--- config.mk ---
export PLATFORM = sky130hd
export DESIGN_NAME = rpn_stack_controller
export DESIGN_NICKNAME = d
export VERILOG_FILES = /design/src/rtl/rpn_pkg.sv /design/src/rtl/rpn_operand_stack.sv /design/src/rtl/rpn_stack_controller.sv
export SDC_FILE = /design/constraint.sdc
export NUM_CORES = 1
export LEC_CHECK = 0
export ABC_AREA = 1
export CAP_MARGIN = 30
export CORE_MARGIN = 2
export CORE_UTILIZATION = 50
export CTS_CLUSTER_SIZE = 16
export DETAILED_ROUTE_END_ITERATION = 8
export DONT_BUFFER_PORTS = 1
export GPL_ROUTABILITY_DRIVEN = 0
export PLACE_DENSITY = 0.68
export REMOVE_ABC_BUFFERS = 1
export SYNTH_ARGS = -nofsm -noshare
export SYNTH_HDL_FRONTEND = slang
export SYNTH_SLANG_ARGS = --single-unit
export TNS_END_PERCENT = 5
--- constraint.sdc ---
create_clock -name clk -period 2 [get_ports clk]
set_clock_uncertainty 0.2 [all_clocks]
set_input_delay 0.4 -clock clk [delete_from_list [all_inputs] [get_ports clk]]
set_output_delay 0.4 -clock clk [all_outputs]
set_load 0.01 [all_outputs]
--- src/rtl/rpn_pkg.sv ---
// Shared definitions for the RPN calculator sequencer.
//   - State/status codes shown on the LEDs (3 bits).
//   - ALU operator codes carried from the switches to the ALU.
//   - state_is_busy(): true in every state except idle and error.
package rpn_pkg;

    localparam logic [2:0] S_IDLE      = 3'b000;
    localparam logic [2:0] S_PUSH      = 3'b001;
    localparam logic [2:0] S_ISSUE     = 3'b010;
    localparam logic [2:0] S_WAIT      = 3'b011;
    localparam logic [2:0] S_WRITEBACK = 3'b100;
    localparam logic [2:0] S_ERROR     = 3'b111;

    localparam logic [1:0] OP_ADD = 2'b00;
    localparam logic [1:0] OP_SUB = 2'b01;
    localparam logic [1:0] OP_AND = 2'b10;
    localparam logic [1:0] OP_OR  = 2'b11;

    function automatic logic state_is_busy(input logic [2:0] s);
        return (s != S_IDLE) && (s != S_ERROR);
    endfunction

endpackage

--- src/rtl/rpn_operand_stack.sv ---
// Operand stack for the RPN sequencer: DEPTH x WIDTH register file plus an
// entry count. Entry 0 is the bottom; entry count-1 is the top.
// Ports:
//   clk, reset              clock, synchronous active-high reset
//   push, push_data         write push_data into entry[count], count+1
//   replace_second_and_pop  write wb_data into entry[count-2], count-1
//   wb_data                 result written by replace_second_and_pop
//   clear                   zero every entry and the count
//   top, second             entry[count-1] / entry[count-2], 0 if absent
//   count                   current number of entries
// The controller never asks for an impossible push/pop, so no guards here
// beyond what falls out of the index match.
module rpn_operand_stack
    import rpn_pkg::*;
#(
    parameter int WIDTH = 16,
    parameter int DEPTH = 4
) (
    input  logic                       clk,
    input  logic                       reset,
    input  logic                       push,
    input  logic [WIDTH-1:0]           push_data,
    input  logic                       replace_second_and_pop,
    input  logic [WIDTH-1:0]           wb_data,
    input  logic                       clear,
    output logic [WIDTH-1:0]           top,
    output logic [WIDTH-1:0]           second,
    output logic [$clog2(DEPTH+1)-1:0] count
);

    localparam int CW = $clog2(DEPTH + 1);

    logic [WIDTH-1:0] stack_q [DEPTH];
    logic [WIDTH-1:0] stack_d [DEPTH];
    logic [CW-1:0]    count_q;
    logic [CW-1:0]    count_d;

    // Each entry only ever changes when the pointer lands exactly on it.
    generate
        for (genvar gi = 0; gi < DEPTH; gi++) begin : gen_entry
            assign stack_d[gi] =
                clear                                              ? '0        :
                (push && (count_q == CW'(gi)))                     ? push_data :
                (replace_second_and_pop && (count_q == CW'(gi + 2))) ? wb_data :
                                                                     stack_q[gi];
        end
    endgenerate

    always_comb begin
        count_d = count_q;
        if (clear) begin
            count_d = '0;
        end else if (push) begin
            count_d = count_q + CW'(1);
        end else if (replace_second_and_pop) begin
            count_d = count_q - CW'(1);
        end
    end

    // Read taps by comparison rather than count-1 indexing, so an empty or
    // single-entry stack reads as zero without an out-of-range index.
    always_comb begin
        top    = '0;
        second = '0;
        for (int i = 0; i < DEPTH; i++) begin
            if (count_q == CW'(i + 1)) top    = stack_q[i];
            if (count_q == CW'(i + 2)) second = stack_q[i];
        end
    end

    always_ff @(posedge clk) begin
        if (reset) begin
            count_q <= '0;
            for (int i = 0; i < DEPTH; i++) stack_q[i] <= '0;
        end else begin
            count_q <= count_d;
            for (int i = 0; i < DEPTH; i++) stack_q[i] <= stack_d[i];
        end
    end

    assign count = count_q;

endmodule

--- src/rtl/rpn_stack_controller.sv ---
// RPN calculator sequencer with an operand stack.
// Operands/operators arrive on the Enter pulse; operators pop the top two
// entries into the external ALU (start/done handshake) and the result
// replaces them. Sticky error flags freeze the stack until the next Enter.
// Ports:
//   clk, reset                 clock, synchronous active-high reset
//   enter_pulse, is_op         entry strobe; 0 = operand, 1 = operator
//   data_in, op_in             operand value / operator code
//   alu_a, alu_b, alu_op       ALU operands (a = deeper entry) and opcode
//   alu_start, alu_done        one-cycle request / completion pulses
//   alu_result                 ALU result, valid with alu_done
//   top_value, depth           top entry (0 if empty) and entry count
//   busy, status               activity flag and state code for LEDs
//   err_overflow/underflow/timeout  sticky error flags
module rpn_stack_controller
    import rpn_pkg::*;
#(
    parameter int WIDTH   = 16,
    parameter int DEPTH   = 4,
    parameter int TIMEOUT = 15
) (
    input  logic                       clk,
    input  logic                       reset,
    input  logic                       enter_pulse,
    input  logic                       is_op,
    input  logic [WIDTH-1:0]           data_in,
    input  logic [1:0]                 op_in,
    output logic [WIDTH-1:0]           alu_a,
    output logic [WIDTH-1:0]           alu_b,
    output logic [1:0]                 alu_op,
    output logic                       alu_start,
    input  logic                       alu_done,
    input  logic [WIDTH-1:0]           alu_result,
    output logic [WIDTH-1:0]           top_value,
    output logic [$clog2(DEPTH+1)-1:0] depth,
    output logic                       busy,
    output logic                       err_overflow,
    output logic                       err_underflow,
    output logic                       err_timeout,
    output logic [2:0]                 status
);

    localparam int CW = $clog2(DEPTH + 1);
    localparam int TW = $clog2(TIMEOUT + 1);

    logic [2:0]       state_q,   state_d;
    logic [WIDTH-1:0] operand_q, operand_d;
    logic [WIDTH-1:0] result_q,  result_d;
    logic [TW-1:0]    tmo_q,     tmo_d;
    logic [WIDTH-1:0] alu_a_q,   alu_a_d;
    logic [WIDTH-1:0] alu_b_q,   alu_b_d;
    logic [1:0]       alu_op_q,  alu_op_d;
    logic             err_ovf_q, err_ovf_d;
    logic             err_unf_q, err_unf_d;
    logic             err_tmo_q, err_tmo_d;

    logic             stk_push;
    logic             stk_wb;
    logic             stk_clear;
    logic [WIDTH-1:0] stk_top;
    logic [WIDTH-1:0] stk_second;
    logic [CW-1:0]    stk_count;

    rpn_operand_stack #(
        .WIDTH (WIDTH),
        .DEPTH (DEPTH)
    ) u_stack (
        .clk                    (clk),
        .reset                  (reset),
        .push                   (stk_push),
        .push_data              (operand_q),
        .replace_second_and_pop (stk_wb),
        .wb_data                (result_q),
        .clear                  (stk_clear),
        .top                    (stk_top),
        .second                 (stk_second),
        .count                  (stk_count)
    );

    always_comb begin
        state_d   = state_q;
        operand_d = operand_q;
        result_d  = result_q;
        tmo_d     = tmo_q;
        alu_a_d   = alu_a_q;
        alu_b_d   = alu_b_q;
        alu_op_d  = alu_op_q;
        err_ovf_d = err_ovf_q;
        err_unf_d = err_unf_q;
        err_tmo_d = err_tmo_q;
        stk_push  = 1'b0;
        stk_wb    = 1'b0;
        stk_clear = 1'b0;

        case (state_q)
            S_IDLE: begin
                if (enter_pulse) begin
                    if (!is_op) begin
                        if (stk_count == CW'(DEPTH)) begin
                            err_ovf_d = 1'b1;
                            state_d   = S_ERROR;
                        end else begin
                            operand_d = data_in;
                            state_d   = S_PUSH;
                        end
                    end else if (stk_count < CW'(2)) begin
                        err_unf_d = 1'b1;
                        state_d   = S_ERROR;
                    end else begin
                        // The stack cannot change before the ALU sees these,
                        // so the operands are captured here and are already
                        // stable on the ALU port during the start cycle.
                        alu_a_d  = stk_second;
                        alu_b_d  = stk_top;
                        alu_op_d = op_in;
                        state_d  = S_ISSUE;
                    end
                end
            end
            S_PUSH: begin
                stk_push = 1'b1;
                state_d  = S_IDLE;
            end
            S_ISSUE: begin
                tmo_d   = '0;
                state_d = S_WAIT;
            end
            S_WAIT: begin
                // A completion arriving on the last allowed cycle still wins.
                if (alu_done) begin
                    result_d = alu_result;
                    state_d  = S_WRITEBACK;
                end else begin
                    tmo_d = tmo_q + TW'(1);
                    if (tmo_d == TW'(TIMEOUT)) begin
                        err_tmo_d = 1'b1;
                        state_d   = S_ERROR;
                    end
                end
            end
            S_WRITEBACK: begin
                stk_wb  = 1'b1;
                state_d = S_IDLE;
            end
            S_ERROR: begin
                if (enter_pulse) begin
                    stk_clear = 1'b1;
                    err_ovf_d = 1'b0;
                    err_unf_d = 1'b0;
                    err_tmo_d = 1'b0;
                    state_d   = S_IDLE;
                end
            end
            default: state_d = S_IDLE;
        endcase
    end

    always_ff @(posedge clk) begin
        if (reset) begin
            state_q   <= S_IDLE;
            operand_q <= '0;
            result_q  <= '0;
            tmo_q     <= '0;
            alu_a_q   <= '0;
            alu_b_q   <= '0;
            alu_op_q  <= '0;
            err_ovf_q <= 1'b0;
            err_unf_q <= 1'b0;
            err_tmo_q <= 1'b0;
        end else begin
            state_q   <= state_d;
            operand_q <= operand_d;
            result_q  <= result_d;
            tmo_q     <= tmo_d;
            alu_a_q   <= alu_a_d;
            alu_b_q   <= alu_b_d;
            alu_op_q  <= alu_op_d;
            err_ovf_q <= err_ovf_d;
            err_unf_q <= err_unf_d;
            err_tmo_q <= err_tmo_d;
        end
    end

    assign alu_a         = alu_a_q;
    assign alu_b         = alu_b_q;
    assign alu_op        = alu_op_q;
    assign alu_start     = (state_q == S_ISSUE);
    assign top_value     = stk_top;
    assign depth         = stk_count;
    assign busy          = state_is_busy(state_q);
    assign err_overflow  = err_ovf_q;
    assign err_underflow = err_unf_q;
    assign err_timeout   = err_tmo_q;
    assign status        = state_q;

endmodule
==> reports/qor.yml <==
global_route:
  grt_antenna_before_repair: 0
  grt-ovfl-total: 0
  track_usage: 0.2805
  grt_pass1_vias: 7073
  grt_max_degree: 56
  grt_pass1_wl_um: 36470
finish:
  syn_to_final_growth_pct: 24.84
  nNetsFinal: 1367
  nFillCells: 1399
  n_antenna_cell: 0
  final_area_um2: 9658
  drive_gt1_frac: 0.1688
clock_tree:
  cts_buffers: 17
  cts_sinks: 143
  cts_tree: "built"
  htreeDepth: 4
  clock_latency_ns: 0.43
  cts.reportedPaths.clkPinSlew_ns: 0.06
  root_buffer: "clkbuf_16"
  ctsLongestPathBuffers: 2
logic_synthesis:
  synth_most_common_cell: "nand2_1"
  netlist_instances: 1254
  async_reset_ff_frac: 0
  yosys-top-cells-area: "dfxtp_1 37%, nand2_1 20%, inv_1 7.7%"
  synth_top_cell_area_share: 0.3700
  ys_seq_area_frac: 0.3700
  synth_warnings: 0
  synth_area_leader_cell: "dfxtp_1"
  synth_area_um2: 7736
  synth-main-ff-cell: "dfxtp_1"
  netlist-cell-type-count: 27
  avgSynthCellArea_um2: 6.169
  synth_edf_count: 0
  ys_ff_latch: 143
  synth_common_cells: "404 x nand2_1, 158 x inv_1, 143 x dfxtp_1, 119 x nor2_1, 106 x o21ai_0"
route:
  drt_wl_total_um: 23090
  vias: 7929
  post-route-drc-count: 0
  drtAntennaViolNets: 0
  avgViaCountPerCell: 5.213
  wl_per_cell_um: 15.18
  drt-initial-drc-count: 751
  dr.pass1.iters: 8
placed_design:
  place_area_um2: 8320
  place_hpwl_um: 15630
  post-place-ws_ns: -0.07565
  portBuffers: 0
timing:
  setup_viol: 17
  slew_headroom: 0.5113
  fin_crit_ns: 2.388
  timing.final.crit_share: 1.194
  slew_viol_final: 0
  rsz0062_at_grt: "true"
  hold_violations: 0
  layout_setup_ws_ns: -0.3878
  worst_pin_slew_ns: 0.7331
  finalSetupTns_ns: -5.785
  fmax_ghz: 0.4188
  hold_slack_ns: 0.03017
setup_path:
  ff2ff_setup_slack_ns: -0.02
  crit_path_end_kind: "output port"
  worstRegToRegCells: 8
  cp.required_ns: 1.40
  cp.arrival_ns: 1.79
  setup.worst_path.end: "top_value[1]"
  cp_max_fo: 23
  worstSetupPathType: "flop to output port"
  setup.worst_path.start: "u_stack.count[1]"
  start_kind: "flop"
  timing.rr.start: "u_stack.count[0]"
  regToRegEndpoint: "u_stack.stack_q[3][7]"
power_and_ir_drop:
  p_leak_nw: 4.321
  ir_drop_mv: 0.6768
  p_per_area_nw_per_um2: 1172
status:
  status: "finished, violations left"
  violations: "negative setup slack"
floorplanning:
  core_area_um2: 15150
  dieArea_um2: 16480
  initial_core_util: 0.5108
  die_h_um: 128.4
  ios: 100
  fp-row-count: 45
  chipWidth_um: 128.4
worst_hold_path:
  hp-class: "primary input to flop"
job:
  drv_cap: 0
==> placed cells by master, fill, tap and decap left out, types with 17 or more instances in the layout <==
master           n
clkbuf_16       17
a21oi_1         84
or2_2           33
o21ai_0        104
dlygate4sd3_1   35
nor2_1         117
dfxtp_1        139
nand2_1        380
nand2_2         28
inv_1          138
inv_2           25
nand3_1         83
buf_4           54
==> cells by family (layout without fill, tap and decap cells) <==
family / after synthesis / in the layout / share of synthesized area
DFF: 143 / 143 / 0.3700
xor gates and xnor gates: 1 / 1 / 0.001132
and+or+nand+nor: 659 / 659 / 0.3532
buffers and inverters: 232 / 311 / 0.1218
AOI/OAI and AO/OA: 211 / 211 / 0.1409
adders and majority gates: 8 / 8 / 0.01294
==> critical path, cell delays in order (launching register included) <==
cell	delay, ns
dfxtp_4	0.38
ha_2	0.20
ha_4	0.16
buf_12	0.18
nand2_1	0.09
nand2_1	0.09
inv_1	0.04
nand2_1	0.06
nand2_1	0.07
inv_2	0.08
==> cell type report <==
| cell class | instances | area (µm²) | area share |
|---|---|---|---|
| clock buffer | 17 | 425.4 | 0.04405 |
| clock inverter | 15 | 232.7 | 0.02410 |
| inverter | 166 | 635.6 | 0.06581 |
| multi-input combinational | 879 | 4066 | 0.4210 |
| sequential | 143 | 2875 | 0.2977 |
| tap | 188 | 235.2 | 0.02436 |
| timing repair buffer | 112 | 1176 | 0.1218 |
| timing repair inverter | 1 | 11.26 | 0.001166 |
==> through the flow <==
| stage | cells | power, mW | utilization |
|---|---|---|---|
| after floorplan | 1188 | 5.913 | - |
| after global placement | 1440 | 7.234 | 0.5494 |
| after detailed placement | 1440 | 7.267 | 0.5494 |
| after CTS | 1523 | 11.37 | 0.6379 |
| after global routing | 1521 | 11.97 | 0.6377 |
| final | 1521 | 11.31 | 0.6377 |
==> how the worst min path moves through the flow <==
stage                                start                endpoint  slack (ns)  cells after the start
floorplan           u_stack.stack_q[3][15]  u_stack.stack_q[3][15]        0.25                      2
global placement               result_q[5]   u_stack.stack_q[0][5]        0.27                      2
detailed placement                   reset           err_underflow        0.27                      1
CTS                                  is_op            err_overflow        0.01                      3
global route                         is_op            err_overflow        0.05                      3
finish                               is_op            err_overflow        0.03                      3
==> where the power goes <==
part	total (mW)	switching (mW)	leakage [nW]	internal (mW)
Combinational	3.99	2.44	2.84	1.55
Clock	3.57	1.33	0.324	2.24
Sequential	3.76	0.486	1.16	3.27
==> layer usage <==
metal,wire [µm],vias to the layer above,global-route usage
met5,0,-,0
met4,420,0,0.07951
met3,2335,42,0.05696
met2,9366,381,0.4121
met1,10970,3471,0.4162
li1,-,4035,-
==> registers in the layout, indices dropped and copies added (netlist names), 3 cells and up <==
name,flops
alu_b,16
result_q,16
operand_q,16
u_stack.stack_q,64
alu_a,16
tmo_q,4
u_stack.count,3
status,3
==> what timing repair did <==
action                                 4_1_cts  5_1_grt
setup endpoints to repair                   50       96
setup buffers                               11        1
pin swaps                                    7       17
hold buffers                                36        0
gates resized for setup                     56       31
endpoints found under the hold margin       53        0
gates cloned                                 4        1
No activity file was read; power rests on OpenSTA's default activity.
